## config.mk

```make
export PLATFORM = sky130hd
export DESIGN_NAME = div_unit
export DESIGN_NICKNAME = d
export VERILOG_FILES = /design/src/rtl/div_unit_pkg.sv /design/src/rtl/div_step.sv /design/src/rtl/div_unit.sv
export SDC_FILE = /design/constraint.sdc
export NUM_CORES = 1
export LEC_CHECK = 0
export BUFFER_PORTS_ARGS = -buffer_cell sky130_fd_sc_hd__buf_2
export CAP_MARGIN = 10
export CORE_ASPECT_RATIO = 1.75
export CORE_UTILIZATION = 35
export DETAILED_ROUTE_END_ITERATION = 10
export PLACE_DENSITY = 0.55
export REMOVE_ABC_BUFFERS = 1
export SLEW_MARGIN = 15
export SYNTH_ARGS = -nofsm -noshare
export SYNTH_HDL_FRONTEND = slang
export SYNTH_SLANG_ARGS = --single-unit
```

## constraint.sdc

```tcl
create_clock -name clk -period 5.87 [get_ports clk]
set_input_delay 0.587 -clock clk [delete_from_list [all_inputs] [get_ports clk]]
set_output_delay 0.587 -clock clk [all_outputs]
set_load 0.02 [all_outputs]
```

## src/rtl/div_unit_pkg.sv

```systemverilog
// div_unit_pkg: shared encodings for the multi-cycle divider and the EX stage.
// Holds FSM state encodings, ready/start levels, and the DIV/DIVU aluop codes.
package div_unit_pkg;

  localparam int DivDataW = 32;

  typedef enum logic [1:0] {
    DivFree   = 2'b00,
    DivByZero = 2'b01,
    DivOn     = 2'b10,
    DivEnd    = 2'b11
  } divState_e;

  localparam logic DivResultReady    = 1'b1;
  localparam logic DivResultNotReady = 1'b0;
  localparam logic DivStart          = 1'b1;
  localparam logic DivStop           = 1'b0;

  localparam logic [7:0] AluopDiv  = 8'b0001_1010;
  localparam logic [7:0] AluopDivu = 8'b0001_1011;

  // Lets EX decide whether an aluop needs the divider and the pipeline stall.
  function automatic logic isDivAluop(input logic [7:0] aluop);
    return (aluop == AluopDiv) || (aluop == AluopDivu);
  endfunction

endpackage

```

## src/rtl/div_step.sv

```systemverilog
// div_step: one combinational restoring-division step.
// Shifts {rem,dvd} left by one, trial-subtracts the divisor and keeps the
// difference when it is non-negative; the new quotient bit enters dvd's LSB.
module div_step
  import div_unit_pkg::*;
#(
  parameter int DATA_W = DivDataW
) (
  input  logic [DATA_W-1:0] i_rem,
  input  logic [DATA_W-1:0] i_dvd,
  input  logic [DATA_W-1:0] i_divisor,
  output logic [DATA_W-1:0] o_rem,
  output logic [DATA_W-1:0] o_dvd,
  output logic              o_qbit
);

  logic [DATA_W:0] w_shifted;
  logic [DATA_W:0] w_trial;

  // Trial subtract is one bit wider so its MSB acts as the borrow/sign flag.
  always_comb begin
    w_shifted = {i_rem, i_dvd[DATA_W-1]};
    w_trial   = w_shifted - {1'b0, i_divisor};
    o_qbit    = ~w_trial[DATA_W];
    o_rem     = o_qbit ? w_trial[DATA_W-1:0] : w_shifted[DATA_W-1:0];
    o_dvd     = {i_dvd[DATA_W-2:0], o_qbit};
  end

endmodule

```

## src/rtl/div_unit.sv

```systemverilog
// div_unit: radix-2 multi-cycle integer divider for DIV/DIVU.
// Returns {remainder, quotient} with a registered ready flag, one quotient
// bit per cycle. Optional build macro DIV_FAST_ZERO_DIVIDEND_EN makes a zero
// dividend take the short divide-by-zero path instead of the full iteration.
module div_unit
  import div_unit_pkg::*;
#(
  parameter int DATA_W = DivDataW
) (
  input  logic                clk,
  input  logic                rst,
  input  logic                signed_div_i,
  input  logic [DATA_W-1:0]   opdata1_i,
  input  logic [DATA_W-1:0]   opdata2_i,
  input  logic                start_i,
  input  logic                annul_i,
  output logic [2*DATA_W-1:0] result_o,
  output logic                ready_o
);

  localparam int              CntW     = $clog2(DATA_W);
  localparam logic [CntW-1:0] LastStep = CntW'(DATA_W - 1);

  divState_e         r_state;
  logic [CntW-1:0]   r_cnt;
  logic [DATA_W-1:0] r_rem;
  logic [DATA_W-1:0] r_dvd;
  logic [DATA_W-1:0] r_divisor;
  logic              r_sign1;
  logic              r_sign2;

  divState_e           w_stateNext;
  logic [CntW-1:0]     w_cntNext;
  logic [DATA_W-1:0]   w_remNext;
  logic [DATA_W-1:0]   w_dvdNext;
  logic [DATA_W-1:0]   w_divisorNext;
  logic                w_sign1Next;
  logic                w_sign2Next;
  logic [2*DATA_W-1:0] w_resultNext;
  logic                w_readyNext;

  logic [DATA_W-1:0] w_stepRem;
  logic [DATA_W-1:0] w_stepDvd;
  logic              w_stepQbit;
  logic              w_opSign1;
  logic              w_opSign2;
  logic [DATA_W-1:0] w_absDividend;
  logic [DATA_W-1:0] w_absDivisor;
  logic [DATA_W-1:0] w_quotFixed;
  logic [DATA_W-1:0] w_remFixed;
  logic              w_shortPath;

  div_step #(
    .DATA_W(DATA_W)
  ) u_step (
    .i_rem    (r_rem),
    .i_dvd    (r_dvd),
    .i_divisor(r_divisor),
    .o_rem    (w_stepRem),
    .o_dvd    (w_stepDvd),
    .o_qbit   (w_stepQbit)
  );

  // Operand magnitudes, sign fix-up of the final step and the short-path test.
  always_comb begin
    w_opSign1     = signed_div_i & opdata1_i[DATA_W-1];
    w_opSign2     = signed_div_i & opdata2_i[DATA_W-1];
    w_absDividend = w_opSign1 ? (~opdata1_i + 1'b1) : opdata1_i;
    w_absDivisor  = w_opSign2 ? (~opdata2_i + 1'b1) : opdata2_i;
    w_quotFixed   = (r_sign1 ^ r_sign2) ? (~w_stepDvd + 1'b1) : w_stepDvd;
    w_remFixed    = r_sign1 ? (~w_stepRem + 1'b1) : w_stepRem;
`ifdef DIV_FAST_ZERO_DIVIDEND_EN
    w_shortPath   = (opdata2_i == '0) || (opdata1_i == '0);
`else
    w_shortPath   = (opdata2_i == '0);
`endif
  end

  // Next-state and next-output logic; annul wins over stepping, END ignores it.
  always_comb begin
    w_stateNext   = r_state;
    w_cntNext     = r_cnt;
    w_remNext     = r_rem;
    w_dvdNext     = r_dvd;
    w_divisorNext = r_divisor;
    w_sign1Next   = r_sign1;
    w_sign2Next   = r_sign2;
    w_resultNext  = result_o;
    w_readyNext   = ready_o;
    unique case (r_state)
      DivFree: begin
        w_resultNext = '0;
        w_readyNext  = DivResultNotReady;
        if ((start_i == DivStart) && !annul_i) begin
          if (w_shortPath) begin
            w_stateNext = DivByZero;
          end else begin
            w_stateNext   = DivOn;
            w_cntNext     = '0;
            w_remNext     = '0;
            w_dvdNext     = w_absDividend;
            w_divisorNext = w_absDivisor;
            w_sign1Next   = w_opSign1;
            w_sign2Next   = w_opSign2;
          end
        end
      end
      DivByZero: begin
        w_resultNext = '0;
        if (annul_i) begin
          w_stateNext = DivFree;
          w_readyNext = DivResultNotReady;
        end else begin
          w_stateNext = DivEnd;
          w_readyNext = DivResultReady;
        end
      end
      DivOn: begin
        if (annul_i) begin
          w_stateNext  = DivFree;
          w_resultNext = '0;
          w_readyNext  = DivResultNotReady;
        end else begin
          w_remNext = w_stepRem;
          w_dvdNext = w_stepDvd;
          if (r_cnt == LastStep) begin
            w_stateNext  = DivEnd;
            w_resultNext = {w_remFixed, w_quotFixed};
            w_readyNext  = DivResultReady;
          end else begin
            w_cntNext = r_cnt + 1'b1;
          end
        end
      end
      DivEnd: begin
        if (start_i == DivStop) begin
          w_stateNext  = DivFree;
          w_resultNext = '0;
          w_readyNext  = DivResultNotReady;
        end
      end
      default: begin
        w_stateNext  = DivFree;
        w_resultNext = '0;
        w_readyNext  = DivResultNotReady;
      end
    endcase
  end

  // State, datapath and registered outputs; low rst clears them on the edge.
  always_ff @(posedge clk) begin
    if (!rst) begin
      r_state   <= DivFree;
      r_cnt     <= '0;
      r_rem     <= '0;
      r_dvd     <= '0;
      r_divisor <= '0;
      r_sign1   <= 1'b0;
      r_sign2   <= 1'b0;
      result_o  <= '0;
      ready_o   <= DivResultNotReady;
    end else begin
      r_state   <= w_stateNext;
      r_cnt     <= w_cntNext;
      r_rem     <= w_remNext;
      r_dvd     <= w_dvdNext;
      r_divisor <= w_divisorNext;
      r_sign1   <= w_sign1Next;
      r_sign2   <= w_sign2Next;
      result_o  <= w_resultNext;
      ready_o   <= w_readyNext;
    end
  end

endmodule

```

==> run summary, run 1 <==
Status: complete, no violations
Reg2Reg Launch Point: r_dvd[31]
Worst-path fanout max: 5
Critical Path Source: r_dvd[31]
Area leader, netlist: dfxtp_1
Non-filler cells, final: 2147
Setup WS pre-CTS: 352 ps
Starting Density: 0.355
Post-route cell area: 13700 um2
Area after DPL: 13100 um2
Final period utilization: 0.920
Vias: 11700
Slew @ Worst Pin: 1060 ps
Tot Pwr: 5.26 mW
CP Data Arrival Time: 5750 ps
Total leakage power: 5.62 nW
Vias in the first global route: 11500
Reg clk slew, reported paths: 60 ps
Root Buffer Master: clkbuf_16
Yosys reg bits: 170
Met2 usage: 0.457
Hold slack final: 417 ps
Die W: 142 um
Final Hold Viols: 0
Sink Count: 170
DRC viols: 0
WS Path Type: reg2reg
IO Count: 134
Post-route setup slack: 470 ps
Final Critical Period: 5400 ps
Chip height: 247 um
Max clock buf depth: 2
Total core area: 33700 um2
Wirelength per Cell: 18.6 um
IR drop worst, VDD: 251 uV
Placed cells: 2115
Post-CTS Setup Repair Bufs: 0
Top cell type's share of synthesized area: 0.284
Fmax: 185 MHz
Final setup violation count: 0
Ys async rst share: 0
Max-cap violations: 0
Sequential-to-total area share from yosys stat: 0.284
I/O Buffers: 133
Worst rel slew slack: 0.286
Largest stage delay, worst path: 500 ps
Nets: 1790
Maximum number of pins on one net before global-route repair: 71
EDFF count, synth: 0
R2R cell count: 22
CP required: 6220 ps
Met1 Use GR: 0.225
Share of layout cells above drive strength 1: 0.134
HPWL Detailed: 30600 um
First-pass GRT wire length: 62300 um
Detail Route Antenna Nets: 0
Inserted Diodes: 0
Routability congestion estimate from global placement: 0.907
Vias per cell: 5.45
Critical path destination: result_o[56]
GR Layer Usage met3: 0.0316
Global route overflow: 0
HP Class: in2reg
Final Max Slew Viols: 0
Syn avg cell area: 7.53 um2
Syn Std Cell Area: 12000 um2
Die ar.: 35000 um2
Fin util: 0.407
H-tree levels: 4
RSZ-0062 raised after global routing: no
Worst clock skew: 9.48 ps
Power Density: 383 nW/um2
Initial DRC count: 560
Worst setup EP type: register
Area Overhead vs Synth: 14.5%
Reg2Reg Setup Slack: 470 ps
Row count: 89
Capturing point of the worst reg2reg path: result_o[56]
Drt total wl: 40000 um
CTS tree: yes
Initial antenna violation count: 0
Synth top area cells: dfxtp_1 28%, nand2_1 7.5%, o21ai_0 6.0%, xnor2_1 5.5%, xor2_1 5.0%
Setup TNS: 0 ps
Slowest-stage cell, CP: or3b_2
GR peak layer: met2
CTS Buf Count: 17
Drt first pass iters: 5
Yosys cell types: 75
Syn Inst Count: 1592
Crit-path cells: inv_1, ha_1, inv_1, fa_1, a211oi_2, o211ai_1, nand3_1, a21oi_1, a211oi_4, mux2i_2, ha_1, and4_1, o31a_1, nor3_1, a2111oi_2, or3b_2, nor3_1, a31oi_1, a221oi_1, nor2_1, xnor2_1, a32o_1
Clock Latency Late Sink: 460 ps
Yosys warning count: 0
Synth Flop Type: dfxtp_1
Critical Path Start Type: register
Aggregate global-route resource usage: 0.234
## critical path, delay by kind of cell (launching register included)
| kind | cells | cell delay (ps) |
|---|---|---|
| mux | 1 | 310 |
| compound gates | 9 | 2240 |
| fa+ha+maj | 3 | 840 |
| flops | 1 | 340 |
| buf+inv | 2 | 120 |
| xor+xnor | 1 | 130 |
| simple gates | 6 | 1290 |
## layer usage
metal	part of all wire	wire, um
met1	0.35	14100
met2	0.56	22400
met5	0	0
met4	0.058	2320
met3	0.028	1110
## cells by family (layout without fill, tap and decap cells)
group                    after synthesis  count (layout)  share of synthesized area
adder cells (fa/ha/maj)               42              42                     0.0444
AND/OR/NAND/NOR                      607             607                      0.246
buffers and inverters                154             254                     0.0498
multiplexers                          24              24                     0.0200
XOR/XNOR                             144             144                      0.105
flip-flops                           170             170                      0.284
AO/OA/AOI/OAI                        451             451                      0.250
## repair_timing
action | CTS | global route
endpoints found under the setup margin | 0 | 6
resized for setup | 0 | 4
hold buffers | 0 | 0
## placed cells by master (no fill, tap or decap), types with 49 or more instances in the layout
cell and count:
nor2_1 85, dfxtp_1 170, a21oi_1 70, nand3_1 51, xor2_1 69, nand2_1 240, inv_1 55, buf_2 132
o21ai_0 143, xnor2_1 75, and2_1 49
## state kept, by name, indices dropped and copies added (netlist names)
name,cells
result_o,64
r_divisor,32
r_dvd,32
r_rem,32
r_cnt,5
r_state,2
r_sign1,1
r_sign2,1
ready_o,1
## layout make-up
type | count | area [um2]
Fill cell | 3541 | 20000
Multi-Input combinational cell | 1268 | 8030
Sequential cell | 170 | 3400
Timing Repair Buffer | 166 | 916
Tap cell | 455 | 569
Clock buffer | 22 | 464
Inverter | 56 | 210
Clock inverter | 10 | 141
## power breakdown
| part | switching [mW] | leakage (nW) | internal (mW) |
|---|---|---|---|
| combinational | 1.75 | 3.96 | 0.917 |
| sequential | 0.113 | 1.38 | 1.28 |
| clock | 0.505 | 0.291 | 0.693 |
| total | 2.37 | 5.62 | 2.89 |
## synth_stat cells (17+ instances only)
master,instances
nand2_1,240
dfxtp_1,170
o21ai_0,144
nor2_1,87
clkbuf_1,80
xnor2_1,75
a21oi_1,70
xor2_1,69
inv_1,55
nand3_1,51
and2_1,49
ha_1,41
nor3_1,41
a21boi_0,36
nor2b_1,36
o211a_1,35
a22oi_1,32
mux2i_1,24
nor4_1,20
o31ai_1,19
or3_1,17
## worst min-delay path by stage
stage	start	to	cells past startpoint
after floorplan	r_divisor[31]	r_divisor[31]	2
after global placement	result_o[21]	result_o[21]	2
after detailed placement	result_o[57]	result_o[57]	2
after CTS	opdata2_i[0]	r_divisor[0]	3
after global routing	opdata2_i[0]	r_divisor[0]	3
final	opdata2_i[0]	r_divisor[0]	3
Power figures use the tool's default switching activity.
==> inputs of run 2 (changes only) <==
--- a/config.mk
+++ b/config.mk
@@ -15,4 +15,5 @@
 export SLEW_MARGIN = 15
 export SYNTH_ARGS = -nofsm -noshare
 export SYNTH_HDL_FRONTEND = slang
+export SYNTH_HIERARCHICAL = 1
 export SYNTH_SLANG_ARGS = --single-unit
==> run 2 against run 1 <==
  * Combinational power is 25% lower
  * Clock-buffer cell count grew 4
  * Largest cell class unchanged
  * Non-clock buffer count decreased by 13
  * Critical path depth down 3
  * Register-to-register slack lost 60 ps
  * Critical endpoint is now result_o[59]
  * The run now ends with DRC left
  * Global-route usage decreased by 3.1 points
  * Clock power about the same
  * Sequential power barely moved
  * Cell count fell by 11%
  * Total power is 13% lower
  * Largest power group unchanged
  * Die area fell by 4.0%
  * Setup slack lost 60 ps
==> run summary, run 2 <==
Max-cap violations: 0 (unchanged)
Met2 wire length: 18000 um (-20%)
Row count: 87 (-2.2%)
HPWL Detailed: 25400 um (-17%)
Final Critical Period: 5460 ps (+60.3 ps)
Synth Flop Type: dfxtp_1
Drt first pass iters: 11 (+6)
WS Path Type: reg2reg
Nets: 1618 (-9.6%)
Wirelength per Cell: 17.7 um (-4.7%)
Final Max Slew Viols: 0 (unchanged)
CP required: 6190 ps (-30 ps)
Metal-1 WL: 13700 um (-2.8%)
Vias per cell: 5.44 (-0.16%)
Routability congestion estimate from global placement: 0.867 (-4.3%)
Yosys warning count: 6 (+6)
Total core area: 32300 um2 (-4.2%)
DRC viols: 15 (+15)
Commonest non-fill, non-tap cell in the layout: nand2_1
IR drop worst, VDD: 181 uV (-28%)
CP Data Arrival Time: 5780 ps (+30 ps)
Detail Route Antenna Nets: 0 (unchanged)
Met3 WL: 1080 um (-2.9%)
I/O Buffers: 133 (unchanged)
Sequential-to-total area share from yosys stat: 0.296 (+0.0121)
P_sw: 1.88 mW (-21%)
Comb pwr share: 0.438 (-0.070)
Synth top area cells: dfxtp_1 30%, xnor2_1 5.6%, nand2_1 5.6%, o21ai_0 5.4%, xor2_1 5.3%
Worst clock skew: 10.2 ps (+0.689 ps)
Final setup violation count: 0 (unchanged)
Worst-path fanout max: 20 (+15)
Post-CTS Setup Repair Bufs: 0 (unchanged)
Top cell type's share of synthesized area: 0.296 (+0.0121)
Global route overflow: 0 (unchanged)
Clock group share of total power: 0.263 (+0.035)
Aggregate global-route resource usage: 0.203 (-0.0307)
Power Density: 357 nW/um2 (-6.8%)
Top cells by count, synth: 172 x nand2_1, 170 x dfxtp_1, 125 x o21ai_0
CTS resizes: 0 (unchanged)
Slew @ Worst Pin: 1140 ps (+74.3 ps)
Worst setup EP type: register
HP Class: reg2reg
Die ar.: 33600 um2 (-4.0%)
Reg clk slew, reported paths: 70 ps (about the same)
Syn Inst Count: 1457 (-8.5%)
Fmax: 183 MHz (-1.1%)
Initial DRC count: 593 (+5.9%)
Share of layout cells above drive strength 1: 0.148 (+0.0139)
Root Buffer Master: clkbuf_16
Vias: 10400 (-11%)
Die W: 139 um (-2.0%)
Initial antenna violation count: 0 (unchanged)
CTS tree: yes
Total leakage power: 5.25 nW (-6.7%)
Setup TNS: 0 ps (unchanged)
Yosys cell types: 76 (+1.3%)
Area after DPL: 12200 um2 (-6.7%)
Worst rel slew slack: 0.241 (-0.0451)
Area leader, netlist: dfxtp_1
Yosys reg bits: 170 (unchanged)
Final period utilization: 0.930 (+0.0103)
EDFF count, synth: 0 (unchanged)
Syn avg cell area: 7.89 um2 (+4.8%)
Area Overhead vs Synth: 11.8%
Most frequent cell after synthesis: nand2_1
Max clock buf depth: 2 (unchanged)
Syn Std Cell Area: 11500 um2 (-4.1%)
Maximum number of pins on one net before global-route repair: 83 (+17%)
IO Count: 134 (unchanged)
Inserted Diodes: 0 (unchanged)
Clock Latency Late Sink: 440 ps (-20 ps)
Sequential share of power: 0.299 (+0.035)
RSZ-0062 raised after global routing: no
Largest register FFs: 64 (unchanged)
H-tree levels: 4 (unchanged)
Starting Density: 0.356 (about the same)
Ys async rst share: 0 (unchanged)
Final Hold Viols: 0 (unchanged)
Status: complete, but fails checks
Hold buffer count at CTS: 0 (unchanged)
Sink Count: 170 (unchanged)
Chip height: 242 um (-2.0%)
Biggest register: result_o
Top sig layer: met4
Fin util: 0.398 (-0.00909)
CTS Buf Count: 17 (unchanged)
First-pass GRT wire length: 53500 um (-14%)
Commonest cells after routing, fill and taps aside: 172 x nand2_1, 170 x dfxtp_1, 132 x buf_2
Critical Path Start Type: register
Drt total wl: 34000 um (-15%)
Post-route cell area: 12900 um2 (-6.3%)
Sw frac: 0.409 (-0.0425)
Failing checks: DRC
Pint: 2.71 mW (-6.0%)
Vias in the first global route: 9932 (-14%)
[run 2: changes by cell type after synthesis, moves of 12 or more]
cell / before / now
nor3_1: 41 / 28
nand2_1: 240 / 172
nor2b_1: 36 / 23
nor2_1: 87 / 44
and2_1: 49 / 7
o211a_1: 35 / 11
o21ai_0: 144 / 125
a22oi_1: 32 / 15
nand2b_1: 5 / 18
a31oi_1: 12 / 25
buf_4: 0 / 35
mux2_4: 0 / 19
nand3_1: 51 / 77
a21oi_1: 70 / 82
[run 2: worst max-delay path: stages (launching register included)]
cell and delay, ps:
dfxtp_1 350, inv_1 50, ha_1 220, fa_1 400
and2b_1 230, o2111ai_1 160, a21oi_2 230, o2111ai_1 270
a211oi_2 300, nor2_2 110, mux2i_1 150, and2_4 220
inv_2 440, mux2_4 370, or4_1 620, nor3_1 350
nand3_1 240, o41ai_1 350, xor2_1 180, o21ai_0 80
[run 2: worst paths after layout]
check	cells past startpoint	to	slack [ps]	start
max	19	result_o[59]	410	r_dvd[31]
max reg2reg	19	result_o[59]	410	r_dvd[31]
min	2	result_o[23]	450	result_o[23]
min reg2reg	2	result_o[23]	450	result_o[23]
[run 2: final cells by class]
cell class	count	area, um2
fill	3346	19500
sequential	170	3400
multi-input combinational	1109	7300
timing repair buffer	153	818
inverter	56	210
clock inverter	6	108
clock buffer	26	519
tap	400	500
[run 2: kinds of logic (layout without fill, tap and decap cells)]
group           after synthesis  count (layout)  share of synthesized area
compound gates              425             425                      0.234
flops                       170             170                      0.296
mux                          41              41                     0.0443
buf+inv                     178             241                     0.0739
xor+xnor                    144             144                      0.110
simple gates                457             457                      0.196
fa+ha+maj                    42              42                     0.0463
[run 2: layer usage]
metal	track usage	vias to the layer above
li1	-	5252
met1	0.218	4874
met2	0.385	246
met3	0.0257	70
met4	0.0997	0
met5	0	-
[run 2: power groups by stage]
stage                     Sequential (mW)  Combinational [mW]  Clock, mW
after global routing                 1.39                2.19       1.29
after CTS                            1.37                2.01       1.24
after detailed placement             1.39                2.00          0
final                                1.37                2.01       1.21
after floorplan                      1.37                1.41          0
after global placement               1.39                1.98          0
[run 2: stage by stage]
step | std cells | hold WS (ps) | worst slack (ps) | total power [mW]
6_report | 1920 | 449 | 410 | 4.59
2_1_floorplan | 1335 | 444 | 715 | 2.78
5_1_grt | 1920 | 443 | 97.1 | 4.87
3_3_place_gp | 1888 | 434 | 546 | 3.37
3_5_place_dp | 1888 | 441 | 440 | 3.39
4_1_cts | 1920 | 434 | 419 | 4.62
==> inputs of run 3 (changes only) <==
--- a/config.mk
+++ b/config.mk
@@ -8,12 +8,11 @@
 export BUFFER_PORTS_ARGS = -buffer_cell sky130_fd_sc_hd__buf_2
 export CAP_MARGIN = 10
 export CORE_ASPECT_RATIO = 1.75
-export CORE_UTILIZATION = 35
+export CORE_UTILIZATION = 50
 export DETAILED_ROUTE_END_ITERATION = 10
-export PLACE_DENSITY = 0.55
+export PLACE_DENSITY = 0.74
 export REMOVE_ABC_BUFFERS = 1
 export SLEW_MARGIN = 15
 export SYNTH_ARGS = -nofsm -noshare
 export SYNTH_HDL_FRONTEND = slang
-export SYNTH_HIERARCHICAL = 1
 export SYNTH_SLANG_ARGS = --single-unit
==> run 3 against run 2 <==
  * Sequential cell count unchanged
  * Combinational power grew 31%
  * Clock-buffer cell count fell by 8
  * Sequential power about the same
  * Cell count increased by 3.9%
  * The run now ends clean
  * Total power is 12% higher
  * Design area increased by 5.0%
  * Largest cell class unchanged
  * Die area decreased by 27%
  * Sequential share of layout area is 1.2 points lower
  * First-iteration DRC count up 11%
==> run summary, run 3 (same netlist as run 1, synthesis figures left out) <==
Drt total wl: 37000 um (+8.8%)
Worst setup EP type: register
Max clock buf depth: 2 (unchanged)
Reg clk slew, reported paths: 70 ps (about the same)
WS Path Type: reg2reg
HPWL Detailed: 27900 um (+9.9%)
Hold path cells: 3 (+1)
Capturing point of the worst reg2reg path: result_o[62]
Placed cells: 1963 (+4.0%)
Global route overflow: 0 (unchanged)
Power Density: 382 nW/um2 (+7.1%)
Biggest register: result_o
Starting Density: 0.512 (+0.156)
Initial DRC count: 658 (+11%)
Die W: 119 um (-14%)
DRC viols: 0 (-15)
Row count: 74 (-15%)
Max-cap violations: 0 (unchanged)
I/O Buffers: 133 (unchanged)
Vias: 11900 (+14%)
Total core area: 23400 um2 (-28%)
Inserted Diodes: 0 (unchanged)
Area after DPL: 12900 um2 (+5.6%)
Die ar.: 24600 um2 (-27%)
Detail Route Antenna Nets: 0 (unchanged)
Root Buffer Master: clkbuf_16
Status: complete, no violations
Final Max Slew Viols: 0 (unchanged)
Worst clock skew: 12.1 ps (+1.97 ps)
HP Class: in2reg
Maximum number of pins on one net before global-route repair: 78 (-6.0%)
Initial antenna violation count: 0 (unchanged)
Worst rel slew slack: 0.271 (+0.0293)
Sink Count: 170 (unchanged)
Commonest non-fill, non-tap cell in the layout: nand2_1
Final Hold Viols: 0 (unchanged)
Critical Path Start Type: register
Post-route cell area: 13500 um2 (+5.0%)
Largest register FFs: 64 (unchanged)
Share of layout cells above drive strength 1: 0.135 (-0.0132)
Nets: 1789 (+11%)
R2R cell count: 22 (+3)
CP required: 6250 ps (+60 ps)
CTS Buf Count: 17 (unchanged)
Final period utilization: 0.922 (-0.00808)
Fin util: 0.576 (+0.178)
Worst-path fanout max: 5 (-75%)
H-tree levels: 4 (unchanged)
RSZ-0062 raised after global routing: no
Final setup violation count: 0 (unchanged)
Fmax: 185 MHz (+0.88%)
Aggregate global-route resource usage: 0.301 (+0.0978)
Met3 WL: 1480 um (+37%)
CTS tree: yes
Chip height: 207 um (-14%)
Hold path start: opdata2_i[0]
Wirelength per Cell: 18.6 um (+4.7%)
Final Critical Period: 5410 ps (-47.4 ps)
Total leakage power: 5.60 nW (+6.7%)
IR drop worst, VDD: 272 uV (+50%)
First-pass GRT wire length: 57300 um (+7.2%)
Routability congestion estimate from global placement: 0.989 (+14%)
Hold Path Sink: r_divisor[0]
Commonest cells after routing, fill and taps aside: 240 x nand2_1, 170 x dfxtp_1, 144 x o21ai_0
Metal-1 WL: 12800 um (-6.5%)
Vias in the first global route: 11400 (+14%)
Slew @ Worst Pin: 1090 ps (-50.9 ps)
Clock Latency Late Sink: 460 ps (+20 ps)
Tot Pwr: 5.16 mW (+12%)
CP Data Arrival Time: 5790 ps (about the same)
Area Overhead vs Synth: 12.6%
Vias per cell: 5.95 (+9.4%)
Non-filler cells, final: 1995 (+3.9%)
Top sig layer: met4
Drt first pass iters: 5 (-6)
Met2 wire length: 19900 um (+11%)
Reg2Reg Setup Slack: 460 ps (+50 ps)
Reg2Reg Launch Point: r_dvd[31]
Hold slack final: 444 ps (-5.21 ps)
IO Count: 134 (unchanged)
run 3: worst max-delay path, cell delays in order (launching register included):
cell	delay, ps
dfxtp_1	340
inv_1	60
ha_1	150
inv_1	50
fa_1	460
a211oi_2	290
o211ai_1	190
nand3_1	150
a21oi_1	110
a211oi_4	320
mux2i_1	320
ha_1	260
nand4b_1	120
nor4_1	180
nor3_1	150
a2111oi_2	280
or3b_2	500
nor3_1	270
a31oi_1	210
a221oi_1	380
a41oi_1	200
xor2_1	180
o21ai_0	150
run 3: worst max path at each step:
| stage | cells past startpoint | end | from |
|---|---|---|---|
| 2_1_floorplan | 23 | result_o[58] | r_dvd[31] |
| 3_3_place_gp | 22 | result_o[58] | r_dvd[31] |
| 3_5_place_dp | 22 | result_o[62] | r_dvd[31] |
| 4_1_cts | 22 | result_o[62] | r_dvd[31] |
| 5_1_grt | 24 | result_o[62] | r_dvd[31] |
| 6_report | 22 | result_o[62] | r_dvd[31] |
run 3: what timing repair did:
action,4_1_cts,5_1_grt
setup endpoints to repair,0,5
buffers inserted,0,0
resized for setup,0,2
hold buffers,0,0
run 3: cell type report:
class,count,area (um2)
inverter,56,210
clock inverter,14,135
timing repair buffer,165,908
sequential,170,3400
tap,304,380
clock buffer,18,439
multi-input combinational,1268,8020
fill,2255,9930
run 3: where the power goes:
part | switching [mW] | internal, mW | leakage (nW)
clock | 0.521 | 0.602 | 0.271
sequential | 0.115 | 1.28 | 1.38
combinational | 1.73 | 0.911 | 3.95
run 3: metal layers:
layer | vias up | track usage
li1 | 5811 | -
met1 | 5550 | 0.282
met2 | 370 | 0.574
met3 | 137 | 0.0481
met4 | 0 | 0.241
met5 | - | 0
run 3: metrics by stage:
stage	worst slack, ps	setup TNS [ps]
after floorplan	-1140	-9440
after global placement	464	0
after detailed placement	300	0
after CTS	323	0
after global routing	73.1	0
final	457	0
